File: src/rtl/stream_mux_rr.sv
// rtl/stream_mux_rr.sv - N-channel registered stream multiplexer with round-robin or manual select
//
// Purpose:
//   Picks one of NCH valid/ready input streams, either by round-robin
//   arbitration or by an explicit channel index, and forwards the chosen beat
//   through a single output register. This gives 1-cycle latency and allows
//   1 beat/cycle sustained throughput.
//
// Ports:
//   clk        - rising-edge clock
//   rst        - asynchronous, active-high reset
//   in_valid   - per-channel valid, bit i = channel i
//   in_data    - channel i data at [i*WIDTH +: WIDTH]
//   in_ready   - per-channel accept strobe (combinational, at most one bit set)
//   mode       - 0 = round-robin, 1 = manual select
//   sel        - channel index used when mode = 1
//   out_valid  - output register holds a beat
//   out_data   - registered data
//   out_chan   - source channel of out_data
//   out_ready  - consumer accepts the beat when out_valid && out_ready

module stream_mux_rr #(
  parameter  int WIDTH = 8,
  parameter  int NCH   = 4,
  localparam int SELW  = (NCH > 1) ? $clog2(NCH) : 1
) (
  input  logic                 clk,
  input  logic                 rst,
  input  logic [NCH-1:0]       in_valid,
  input  logic [NCH*WIDTH-1:0] in_data,
  output logic [NCH-1:0]       in_ready,
  input  logic                 mode,
  input  logic [SELW-1:0]      sel,
  output logic                 out_valid,
  output logic [WIDTH-1:0]     out_data,
  output logic [SELW-1:0]      out_chan,
  input  logic                 out_ready
);

  logic             out_valid_q, out_valid_d;
  logic [WIDTH-1:0] out_data_q,  out_data_d;
  logic [SELW-1:0]  out_chan_q,  out_chan_d;
  logic [SELW-1:0]  rr_ptr_q,    rr_ptr_d;

  logic             load_en;
  logic             grant_valid;
  logic [SELW-1:0]  grant_idx;
  logic [WIDTH-1:0] grant_data;

  // The output register can take a new beat when it is empty or being drained.
  assign load_en = !out_valid_q || out_ready;

  // Arbitration. The round-robin scan runs from the far end back towards
  // rr_ptr so the channel closest to rr_ptr overwrites all others.
  always_comb begin
    grant_valid = 1'b0;
    grant_idx   = '0;
    if (mode) begin
      // Manual: a sel outside 0..NCH-1 matches no channel and never grants.
      for (int i = 0; i < NCH; i++) begin
        if (int'(sel) == i && in_valid[i]) begin
          grant_valid = 1'b1;
          grant_idx   = SELW'(i);
        end
      end
    end else begin
      for (int k = NCH - 1; k >= 0; k--) begin
        if (in_valid[(int'(rr_ptr_q) + k) % NCH]) begin
          grant_valid = 1'b1;
          grant_idx   = SELW'((int'(rr_ptr_q) + k) % NCH);
        end
      end
    end
  end

  always_comb begin
    grant_data = '0;
    for (int i = 0; i < NCH; i++) begin
      if (grant_idx == SELW'(i)) grant_data = in_data[i*WIDTH +: WIDTH];
    end
  end

  always_comb begin
    in_ready = '0;
    if (load_en && grant_valid) in_ready[grant_idx] = 1'b1;
  end

  always_comb begin
    out_valid_d = out_valid_q;
    out_data_d  = out_data_q;
    out_chan_d  = out_chan_q;
    rr_ptr_d    = rr_ptr_q;
    if (load_en) begin
      // Drained with nothing new -> empty; otherwise load the granted beat.
      out_valid_d = grant_valid;
      if (grant_valid) begin
        out_data_d = grant_data;
        out_chan_d = grant_idx;
        // The pointer only tracks round-robin transfers.
        if (!mode) begin
          rr_ptr_d = (grant_idx == SELW'(NCH - 1)) ? '0 : grant_idx + SELW'(1);
        end
      end
    end
  end

  always_ff @(posedge clk or posedge rst) begin
    if (rst) begin
      out_valid_q <= 1'b0;
      out_data_q  <= '0;
      out_chan_q  <= '0;
      rr_ptr_q    <= '0;
    end else begin
      out_valid_q <= out_valid_d;
      out_data_q  <= out_data_d;
      out_chan_q  <= out_chan_d;
      rr_ptr_q    <= rr_ptr_d;
    end
  end

  assign out_valid = out_valid_q;
  assign out_data  = out_data_q;
  assign out_chan  = out_chan_q;

endmodule

File: config.mk
export PLATFORM = sky130hd
export DESIGN_NAME = stream_mux_rr
export DESIGN_NICKNAME = d
export VERILOG_FILES = /design/src/rtl/stream_mux_rr.sv
export SDC_FILE = /design/constraint.sdc
export NUM_CORES = 1
export LEC_CHECK = 0
export ABC_AREA = 1
export BUFFER_PORTS_ARGS = -buffer_cell sky130_fd_sc_hd__buf_2
export CAP_MARGIN = 30
export CORE_MARGIN = 2
export CORE_UTILIZATION = 47
export CTS_BUF_LIST = sky130_fd_sc_hd__clkbuf_2
export DETAILED_ROUTE_END_ITERATION = 12
export PLACE_DENSITY = 0.91
export SYNTH_ARGS = -nofsm -noshare
export SYNTH_HDL_FRONTEND = slang
export SYNTH_SLANG_ARGS = --single-unit
File: constraint.sdc
create_clock -name clk -period 2.7 [get_ports clk]
set_input_delay 0.135 -clock clk [delete_from_list [all_inputs] [get_ports clk]]
set_output_delay 0.135 -clock clk [all_outputs]
set_load 0.1 [all_outputs]
==> run metrics <==
Ys Warns 0; pwr dens 1290 nW/µm²; vias per cell 4.97; Mapped Nets 231; clock-pin slew on the worst setup and hold paths 0.13 ns; Hold WS 0.158 ns; most numerous cell on the critical path nand3_1; TritonCTS Buffers 3; GRT Residual Overflow 0; Worst-Margin Slew a little under 0.5 ns; fin nets 291; worst r2r path cells 17; CP max-delay cell dfrtp_2; Ant. Diodes 0; Hold Path Class in2reg; Bufs on Longest Clock Path 2; final slew viol count 0; Die H approximately 53 µm; max-cap violations 0; Root Buffer clkbuf_2; H-tree depth 1; slowest stage delay, CP 0.48 ns; Avg WL per Cell 10.9 µm; fraction of layout cells with a size suffix above 1 32.0%; Max Fclk 387 MHz; synthesized cell area 1110 µm²; register area share after synthesis between 20 and 30%; hold path depth 5; vias in the first global route around 1200; # IOs 57; Initial Util 50.2%; Synth Register Bits 13; clk_skew 0.0103 ns; antenna violations before repair 0; CP Data Arrival Time 2.45 ns; Final period util 95.7%; Crit Path Class reg2out; Mean Syn Cell Area 6.00 µm²; first-pass GRT wire length 4850 µm; Lkg Pwr 0.000891 µW; num rows 17; largest net degree at the start of global routing 18; first drt pass iteration count 4; Via Count around 1400; Yosys top cell area share a little under 30%; Residual DRC 0; final hold vios 0; antenna viol nets, final 0; Worst Path Required about 2.6 ns; Post-Route WL between 2000 and 3000 µm; Final HPWL DP roughly 2300 µm; FILL cells 194; IO Port Bufs 56; CP Cell Sequence clkbuf_2 -> o21ai_2 -> nand2_1 -> nand3_1 -> nand3_1 -> nand3_1 -> nand2_2 -> inv_2 -> ha_1 -> inv_1 -> nor2_2 -> buf_12; VDD IR-drop max 0.000733 V; area leader, netlist dfrtp_1; area grow syn2layout 39.2%; Cell Area, Placed 1460 µm²; Die Wd between 50 and 60 µm; die area around 2800 µm²; Slew HR 67.3%; status completed; GRT Util Overall a little under a quarter; DR iter-0 viols 16; CP Launch Type flop; Synth area leaders dfrtp_1 29%, nand2_1 28%, o21ai_0 7.2%; CP Max Fanout 7; Setup Viol. Count Final 0; RePlAce Congestion 0.844; Placeable Area ~2200 µm²; CTS tree built; Tmin final 2.58 ns; final instance area 1550 µm²; Cell variety after synth 20; Setup crit end kind output pin; Syn Inst Count 185; CTS Sinks 13; insertion delay to the later sink of the worst-skew pair 0.27 ns
==> layout make-up <==
type	instances	area, µm²	share of cell area [%]
clock buffer	4	20.0	1.30
inverter	22	82.6	5.34
multi-input combinational	144	712	46.1
sequential	13	327	21.1
tap	28	35.0	2.27
timing repair buffer	61	369	23.9
==> final timing paths <==
kind / from / endpoint / slack [ns]
min reg2reg: out_chan[1] / out_chan[1] / 0.49
max: rr_ptr_q[0] / in_ready[3] / 0.12
max reg2reg: rr_ptr_q[0] / out_data[2] / 0.26
min: in_data[24] / out_data[0] / 0.16
min in group asynchronous: rst / out_chan[0] / 0.42
max in group asynchronous: rst / rr_ptr_q[0] / 1.93
==> stage by stage <==
step | util, % | cells | setup WS (ns) | total power (µW) | setup TNS, ns
2_1_floorplan | - | 185 | -0.138 | 1530 | -0.138
3_3_place_gp | 65.8 | 265 | 0.196 | 1780 | 0
3_5_place_dp | 65.8 | 265 | 0.0812 | 1800 | 0
4_1_cts | 67.3 | 270 | 0.0390 | 1910 | 0
5_1_grt | 69.9 | 272 | -0.0615 | 2130 | -0.115
6_report | 69.9 | 272 | 0.115 | 1990 | 0
==> synthesized netlist by cell type (all sizes together) <==
cell	instances
nor3	1
o21ai	18
ha	4
nand4	2
inv	22
o21a	1
a21oi	8
clkbuf	3
nand3	15
dfrtp	13
nand2	82
xnor2	1
nor2	11
o211ai	1
buf	3
==> routing by layer <==
metal / wire, µm / GRT usage, % / share of wire [%] / vias up
li1: - / - / - / 699
met1: 1320 / 29.6 / 44 / 599
met2: 1500 / 40.6 / 50 / 51
met3: 144 / 3.14 / 4.8 / 2
met4: 17 / 3.85 / 0.57 / 0
met5: 0 / 0 / 0 / -
==> sequential cells by signal (all words and copies together), names as in the netlist <==
register,cells
rr_ptr_q,2
out_data,8
out_valid,1
out_chan,2
==> worst max-delay path, delay by kind of cell, from the launching register on <==
| kind | cells | cell delay [ns] |
|---|---|---|
| buffers and inverters | 4 | 0.55 |
| and+or+nand+nor | 6 | 0.67 |
| AOI/OAI and AO/OA | 1 | 0.19 |
| DFF | 1 | 0.48 |
| adders and majority gates | 1 | 0.28 |
==> what timing repair did <==
action	CTS	global route
pin swaps	0	1
endpoints found under the hold margin	13	0
setup endpoints to repair	1	12
hold buffers	1	0
gates resized for setup	1	11
setup buffers	0	2
==> kinds of logic (layout without fill, tap and decap cells) <==
| group | after synthesis | in the layout | share of synthesized area (%) |
|---|---|---|---|
| AO/OA/AOI/OAI | 28 | 28 | 13.1 |
| flip-flops | 13 | 13 | 29.3 |
| buffers and inverters | 28 | 87 | 10.9 |
| adder cells (fa/ha/maj) | 4 | 4 | 4.51 |
| XOR/XNOR | 1 | 1 | 0.789 |
| AND/OR/NAND/NOR | 111 | 111 | 41.4 |
==> where the power goes <==
group / switching, µW / internal, µW / total (µW)
Sequential: 66.7 / 281 / 348
Combinational: 1150 / 389 / 1540
Clock: 63.4 / 39.3 / 103
==> cells in the final DEF, fill, tap and decap left out, types with 2 or more instances in the layout <==
| master | synthesis | routed |
|---|---|---|
| ha_1 | 4 | 2 |
| buf_12 | 0 | 3 |
| buf_4 | 0 | 2 |
| inv_2 | 1 | 2 |
| ha_4 | 0 | 2 |
| buf_2 | 1 | 52 |
| nand2_1 | 82 | 81 |
| o21ai_0 | 16 | 16 |
| nand3_1 | 13 | 13 |
| nor2_2 | 0 | 4 |
| nand4_1 | 2 | 2 |
| nor2_1 | 11 | 6 |
| clkbuf_2 | 0 | 5 |
| dfrtp_1 | 13 | 12 |
| inv_1 | 21 | 20 |
| a21oi_1 | 8 | 8 |
Power figures use the tool's default switching activity.
